File: src/rtl/ac97_cmd_sequencer.sv
// AC97 codec command sequencer: waits a number of frames after reset, writes a fixed
// init table one entry per frame, then issues master-volume / record-select updates.
module ac97_cmd_sequencer #(
    parameter int INIT_WAIT_FRAMES = 16
) (
    input  logic        clk,
    input  logic        reset,
    input  logic        ac97_ready_sig,
    input  logic        vol_req,
    input  logic [4:0]  vol_level,
    input  logic        vol_mute,
    input  logic        src_req,
    input  logic [2:0]  src_sel,
    output logic        latching_cmd,
    output logic [7:0]  cmd_addr,
    output logic [15:0] cmd_data,
    output logic        init_done,
    output logic        busy
);

    // state   | meaning
    // ST_WAIT | counting frame ticks after reset before the first command
    // ST_INIT | issuing init table entries, one per frame tick
    // ST_IDLE | init complete; issuing pending volume / source updates
    typedef enum logic [1:0] {
        ST_WAIT,
        ST_INIT,
        ST_IDLE
    } state_t;

    localparam logic [7:0] WAIT_FRAMES = 8'(INIT_WAIT_FRAMES);
    localparam logic [2:0] LAST_IDX    = 3'd6;

    state_t      state_q, state_d;
    logic        rdy_q;
    logic        tick;
    logic [7:0]  frame_cnt_q, frame_cnt_d;
    logic [2:0]  idx_q, idx_d;
    logic        vol_pend_q, vol_pend_d;
    logic [5:0]  vol_val_q, vol_val_d;
    logic        src_pend_q, src_pend_d;
    logic [2:0]  src_val_q, src_val_d;
    logic        vol_clr, src_clr;
    logic        issue;
    logic [7:0]  issue_addr;
    logic [15:0] issue_data;
    logic        done_d;
    logic [23:0] entry;

    function automatic logic [23:0] init_entry(input logic [2:0] i);
        logic [23:0] e;
        case (i)
            3'd0:    e = {8'h02, 16'h0000};
            3'd1:    e = {8'h04, 16'h0000};
            3'd2:    e = {8'h18, 16'h0808};
            3'd3:    e = {8'h1A, 16'h0404};
            3'd4:    e = {8'h1C, 16'h0000};
            3'd5:    e = {8'h0E, 16'h8008};
            default: e = {8'h10, 16'h0808};
        endcase
        return e;
    endfunction

    assign tick = ac97_ready_sig & ~rdy_q;

    // idx_q stays 0 throughout ST_WAIT, so one table lookup serves both states
    assign entry = init_entry(idx_q);

    always_comb begin
        state_d     = state_q;
        frame_cnt_d = frame_cnt_q;
        idx_d       = idx_q;
        issue       = 1'b0;
        issue_addr  = cmd_addr;
        issue_data  = cmd_data;
        done_d      = init_done;
        vol_clr     = 1'b0;
        src_clr     = 1'b0;

        case (state_q)
            ST_WAIT: begin
                if (tick) begin
                    if (frame_cnt_q == WAIT_FRAMES) begin
                        issue      = 1'b1;
                        issue_addr = entry[23:16];
                        issue_data = entry[15:0];
                        idx_d      = idx_q + 3'd1;
                        state_d    = ST_INIT;
                    end else begin
                        frame_cnt_d = frame_cnt_q + 8'd1;
                    end
                end
            end
            ST_INIT: begin
                if (tick) begin
                    issue      = 1'b1;
                    issue_addr = entry[23:16];
                    issue_data = entry[15:0];
                    if (idx_q == LAST_IDX) begin
                        done_d  = 1'b1;
                        state_d = ST_IDLE;
                    end else begin
                        idx_d = idx_q + 3'd1;
                    end
                end
            end
            ST_IDLE: begin
                if (tick) begin
                    if (vol_pend_q) begin
                        issue      = 1'b1;
                        issue_addr = 8'h02;
                        issue_data = {vol_val_q[5], 2'b00, vol_val_q[4:0], 3'b000, vol_val_q[4:0]};
                        vol_clr    = 1'b1;
                    end else if (src_pend_q) begin
                        issue      = 1'b1;
                        issue_addr = 8'h1A;
                        issue_data = {5'b0, src_val_q, 5'b0, src_val_q};
                        src_clr    = 1'b1;
                    end
                end
            end
            default: state_d = ST_WAIT;
        endcase

        // a request landing on its own issue tick keeps the flag set with the new value
        vol_pend_d = vol_req | (vol_pend_q & ~vol_clr);
        vol_val_d  = vol_req ? {vol_mute, vol_level} : vol_val_q;
        src_pend_d = src_req | (src_pend_q & ~src_clr);
        src_val_d  = src_req ? src_sel : src_val_q;
    end

    always_ff @(posedge clk) begin
        if (reset) begin
            state_q      <= ST_WAIT;
            rdy_q        <= 1'b0;
            frame_cnt_q  <= 8'd0;
            idx_q        <= 3'd0;
            vol_pend_q   <= 1'b0;
            vol_val_q    <= 6'd0;
            src_pend_q   <= 1'b0;
            src_val_q    <= 3'd0;
            latching_cmd <= 1'b0;
            cmd_addr     <= 8'h00;
            cmd_data     <= 16'h0000;
            init_done    <= 1'b0;
            busy         <= 1'b1;
        end else begin
            state_q      <= state_d;
            rdy_q        <= ac97_ready_sig;
            frame_cnt_q  <= frame_cnt_d;
            idx_q        <= idx_d;
            vol_pend_q   <= vol_pend_d;
            vol_val_q    <= vol_val_d;
            src_pend_q   <= src_pend_d;
            src_val_q    <= src_val_d;
            latching_cmd <= issue;
            cmd_addr     <= issue_addr;
            cmd_data     <= issue_data;
            init_done    <= done_d;
            busy         <= ~init_done | vol_pend_q | src_pend_q;
        end
    end

endmodule

File: config.mk
export PLATFORM = sky130hd
export DESIGN_NAME = ac97_cmd_sequencer
export DESIGN_NICKNAME = d
export VERILOG_FILES = /design/src/rtl/ac97_cmd_sequencer.sv
export SDC_FILE = /design/constraint.sdc
export NUM_CORES = 1
export LEC_CHECK = 0
export BUFFER_PORTS_ARGS = -buffer_cell sky130_fd_sc_hd__buf_2
export CAP_MARGIN = 20
export CORE_ASPECT_RATIO = 1.75
export CORE_MARGIN = 2
export CORE_UTILIZATION = 54
export DETAILED_ROUTE_END_ITERATION = 16
export GPL_TIMING_DRIVEN = 0
export PLACE_DENSITY = 0.79
export SLEW_MARGIN = 20
export SYNTH_ARGS = -nofsm -noshare
export SYNTH_HDL_FRONTEND = slang
export SYNTH_SLANG_ARGS = --single-unit
File: constraint.sdc
create_clock -name clk -period 2.45 [get_ports clk]
set_input_delay 0.49 -clock clk [delete_from_list [all_inputs] [get_ports clk]]
set_output_delay 0.49 -clock clk [all_outputs]
set_load 0.01 [all_outputs]
# Word level (Yosys, flattened, before mapping)
# Index checks and enable logic that the tools add are counted.
dict set report totals {
  ff_bits 52
  wordCells 91
}
dict set report op_classes {
  addsub 2
  eq_ne 16
  muxes 38
  bitwise 13
  n_reduce_logical 9
}
# op count
set op_table {}
lappend op_table {{21-bit one-hot mux with 6 select lines} 1}
lappend op_table {{16-bit 2-to-1 mux} 6}
lappend op_table {{8-bit 2-to-1 mux} 6}
lappend op_table {{16-bit one-hot mux with 3 select lines} 1}
lappend op_table {{8-bit one-hot mux with 3 select lines} 1}
lappend op_table {{1-bit 2-to-1 mux} 12}
lappend op_table {{3-bit 2-to-1 mux} 4}
lappend op_table {{2-bit != test (second input constant)} 6}
lappend op_table {{5-bit AND reduction} 2}
lappend op_table {{3-bit == test (second input constant)} 3}
lappend op_table {{8-bit by 1-bit adder with 8-bit output (second input constant)} 1}
lappend op_table {{8-bit by 5-bit == test with 1-bit output (second input constant)} 1}
lappend op_table {{2-bit 2-to-1 mux} 4}
lappend op_table {{3-bit by 2-bit == test with 1-bit output (second input constant)} 2}
lappend op_table {{1-bit inverter} 6}
lappend op_table {{2-bit one-hot mux with 3 select lines} 1}
lappend op_table {{3-bit one-hot mux with 2 select lines} 1}
lappend op_table {{3-bit AND reduction} 2}
lappend op_table {{6-bit AND reduction} 1}
lappend op_table {{1-bit OR} 4}
lappend op_table {{3-bit by 1-bit adder with 3-bit output (second input constant)} 1}
lappend op_table {{1-bit bitwise AND} 3}
lappend op_table {{3-bit by 1-bit == test with 1-bit output (second input constant)} 1}
lappend op_table {{3-bit logical NOT} 1}
lappend op_table {{7 further kinds} 7}

# Longest topological paths before layout
dict set report depth {
  depth_word 7
  depth_mapped 6
  mapped_depth_nobuf 6
}

# Least setup slack after synthesis
# Ideal clock, no wire load.
dict set report synth_timing {
  path_kind {register to register}
  startpoint {register frame_cnt_q[0]}
  endpoint {register idx_q[0]}
  setup_time_ns 0.121
  t_arrival_ns 1.648
  required_ns 2.329
  path_slack_ns 0.682
  stages_incl_launch_ff 7
  n_path_buf 0
  period_less_slack_ns 1.768
  path_cell_list {dfxtp_1 > inv_1 > ha_1 > and4bb_2 > a21oi_1 > nor4b_2 > mux2_2}
}
dict set report synth_between {
  elab_chain_len 3
}
# element line_no
set synth_rtl {}
lappend synth_rtl {{start, declared} 37} ;# logic [7:0] frame_cnt_q, frame_cnt_d;
lappend synth_rtl {{start signal, assigned} 150} ;# frame_cnt_q <= frame_cnt_d;
lappend synth_rtl {{8-bit by 5-bit == test with 1-bit output} 83} ;# if (frame_cnt_q == WAIT_FRAMES) begin
lappend synth_rtl {{2-bit != test (no source line)} n/a}
lappend synth_rtl {{5-bit AND reduction (no source line)} n/a}
lappend synth_rtl {{end signal, assigned} 151} ;# idx_q <= idx_d;
lappend synth_rtl {{end, declared} 38} ;# logic [2:0] idx_q, idx_d;
# Every way passes these cells.
# A chain may end at the register's enable or synchronous reset.

# Final worst setup path
dict set report layout_timing {
  startpoint {register frame_cnt_q[0]}
  endpoint {register cmd_data[10]}
}
dict set report layout_between {
  elab_chain_len 3
}
# element line_no
set layout_rtl {}
lappend layout_rtl {{8-bit by 5-bit == test with 1-bit output} 83}
lappend layout_rtl {{2-bit != test (no source line)} n/a}
lappend layout_rtl {{6-bit AND reduction (no source line)} n/a}
lappend layout_rtl {{end signal, assigned} 158} ;# cmd_data <= issue_data;
lappend layout_rtl {{end, declared} 16} ;# output logic [15:0] cmd_data,
# Every way passes these cells.

==> impl_metrics.py <==
metrics = {
    "clock_network": {
        "clock_sinks": 39,
        "postCtsSetupRepairBufs": 0,
        "cts_hold_buffers": 0,
        "clk_latency_ns": 0.30,
        "ctsResizeCount": 0,
        "cts.htree.levels": 2,
        "root_buffer": "clkbuf_8",
        "cts_made_buffers": 5,
        "cts_tree": "built",
        "cts.clk_slew.worst_paths_ns": 0.08,
        "cts_buffer_depth": 2,
    },
    "setup_path": {
        "critPathCaptureType": "register",
        "critical_path_class": "reg2reg",
        "crit_fanout": 7,
        "critPathLaunchType": "register",
        "cp.arrival_ns": 2.24,
        "cp.required_ns": 2.66,
    },
    "sta": {
        "drv_slew": 0,
        "max_slew.worst_pin.slew_ns": 0.609,
        "finalCriticalPeriod_ns": 2.03,
        "setup_tns_ns": 0,
        "fin_skew_ns": 0.00917,
        "fmax_mhz": 492,
        "slew_headroom_pct": 59.2,
        "setup_viol": 0,
        "hold_ws_ns": 0.428,
        "period_share_pct": 83.0,
        "finalHoldViolations": 0,
        "rsz0062_at_grt": "no",
    },
    "hold_path": {
        "min_path_type": "in2reg",
    },
    "routing": {
        "drtAntennaViolNets": 0,
        "firstDrtPassIters": 4,
        "vias": 1606,
        "drc": 0,
        "drt_wl_total_um": 3990,
        "via_per_inst": 5.23,
        "dr.first_iter.drc_count": 42,
        "avgRoutedWirePerCell_um": 13.0,
    },
    "floorplanning": {
        "rows": 29,
        "core_area_mm2": 0.00356,
        "dieWidth_um": 49.7,
        "io-pin-count": 41,
        "die-height_um": 83.9,
        "start_util_pct": 55.4,
        "dieArea_mm2": 0.00417,
    },
    "yosys": {
        "yosysMostFrequentCell": "dfxtp_1",
        "synth_flop_cell": "dfxtp_1",
        "ys_async_sr_fraction_pct": 0,
        "synth_top_area_share_pct": 39.6,
        "synth_edf_count": 0,
        "yosys_register_bits": 39,
        "synth.distinct_cells": 43,
        "avgSynthCellArea_um2": 9.17,
        "syn_inst": 215,
        "synth_top_cells_by_area": "dfxtp_1 (40%), mux2i_1 (8.6%), ha_1 (6.3%), buf_4 (5.0%), nor2_1 (4.6%)",
        "syn_area_mm2": 0.00197,
        "synth_top_cell_by_area": "dfxtp_1",
        "ys_top_cells_by_count": "dfxtp_1 (39), nor2_1 (24), a21oi_1 (17), mux2i_1 (17)",
        "yosysWarnings": 0,
        "seq_area_frac_synth_pct": 39.6,
    },
    "place": {
        "dp_hpwl_um": 3010,
        "routabilityCongestion": 0.892,
        "numPortBuffers": 30,
    },
    "power_and_ir_drop": {
        "power.total_uw": 1190,
        "peakVddDrop_mv": 0.531,
        "p_per_area_mw_per_mm2": 519,
        "leakagePower_uw": 0.000989,
    },
    "global_routing": {
        "grt_usage_pct": 21.6,
        "grt_pass1_wl_um": 6890,
        "grt_pass1_vias": 1567,
        "grt_max_degree": 13,
        "gr-total-overflow": 0,
        "antenna_found_initial": 0,
    },
    "final_layout": {
        "fillerInstances": 334,
        "final_nets": 284,
        "drive_above_1_share_pct": 23.4,
        "syn2layout_area_growth_pct": 16.4,
        "antenna_cells": 0,
    },
    "status": {
        "status": "finished clean",
    },
    "job": {
        "max_cap_viol_count": 0,
    },
}
-- cells by family (layout without fill, tap and decap cells) --
group                      count (synthesis)  count (layout)  share of synthesized area, %
AOI/OAI and AO/OA                         44              44                          15.2
other                                      1               9                         0.190
DFF                                       39              39                          39.6
buffers and inverters                     35              73                          9.59
muxes                                     20              20                          10.3
adders and majority gates                 10              10                          6.35
and+or+nand+nor                           61              61                          16.5
xor gates and xnor gates                   5               5                          2.22
-- metrics by stage --
stage          utilization (%)  worst slack, ns  std cells  cell area, um^2
2_1_floorplan                -            0.682        223             2000
3_3_place_gp              62.1            0.406        299             2210
3_5_place_dp              62.1            0.446        299             2210
4_1_cts                   64.5            0.416        307             2290
5_1_grt                   64.5            0.249        307             2290
6_report                  64.5            0.417        307             2290
-- final cells by class --
class	instances	area (um^2)	share of cell area (%)
multi-input combinational	149	1030	45.0
sequential	39	781	34.0
clock inverter	2	12.5	0.546
inverter	13	48.8	2.13
tap	46	57.6	2.51
clock buffer	6	72.6	3.16
buffer	22	140	6.11
timing repair buffer	30	150	6.55
-- flip-flops by register name, summed over array words and instances, names as in the netlist --
register      cells
cmd_addr          4
latching_cmd      1
vol_val_q         6
frame_cnt_q       8
vol_pend_q        1
idx_q             3
cmd_data          7
state_q           2
busy              1
src_pend_q        1
src_val_q         3
rdy_q             1
init_done         1
-- power by group --
group | internal [uW] | total [uW] | leakage [uW] | switching [uW]
Clock | 199 | 430 | 0.0000412 | 231
Sequential | 649 | 659 | 0.000317 | 10.3
Combinational | 46.1 | 102 | 0.000631 | 55.4
-- final timing paths --
path                  startpoint            to  slack (ns)  cells past startpoint
hold reg to reg     cmd_data[11]  cmd_data[11]        0.46                      2
setup / recovery  frame_cnt_q[0]  cmd_data[10]        0.42                      6
hold / removal        src_sel[2]  src_val_q[2]        0.43                      3
setup reg to reg  frame_cnt_q[0]  cmd_data[10]        0.42                      6
-- critical path, stage by stage, from the launching register on --
cell	delay (ns)
dfxtp_1	0.39
inv_1	0.06
ha_1	0.19
and4bb_2	0.29
a211oi_1	0.54
nor2_1	0.21
a311oi_1	0.27
-- layer usage --
metal	global-route usage, %	wire, um	vias to the layer above
met4	13.9	178	0
met1	22.9	1610	734
met3	3.23	145	16
li1	-	-	816
met2	38.3	2060	40
met5	0	0	-
-- placed cells by master (no fill, tap or decap), types with 3 or more instances in the layout --
cell type	instances
a21oi_1	17
buf_2	31
buf_4	13
clkbuf_1	7
clkbuf_8	5
conb_1	9
dfxtp_1	39
ha_1	10
inv_1	13
mux2_2	3
mux2i_1	17
nand2_1	11
nand3_1	7
nor2_1	24
nor2b_1	4
o21ai_0	9
or3_1	3
xnor2_1	5
(Power assumes the default switching activity.)
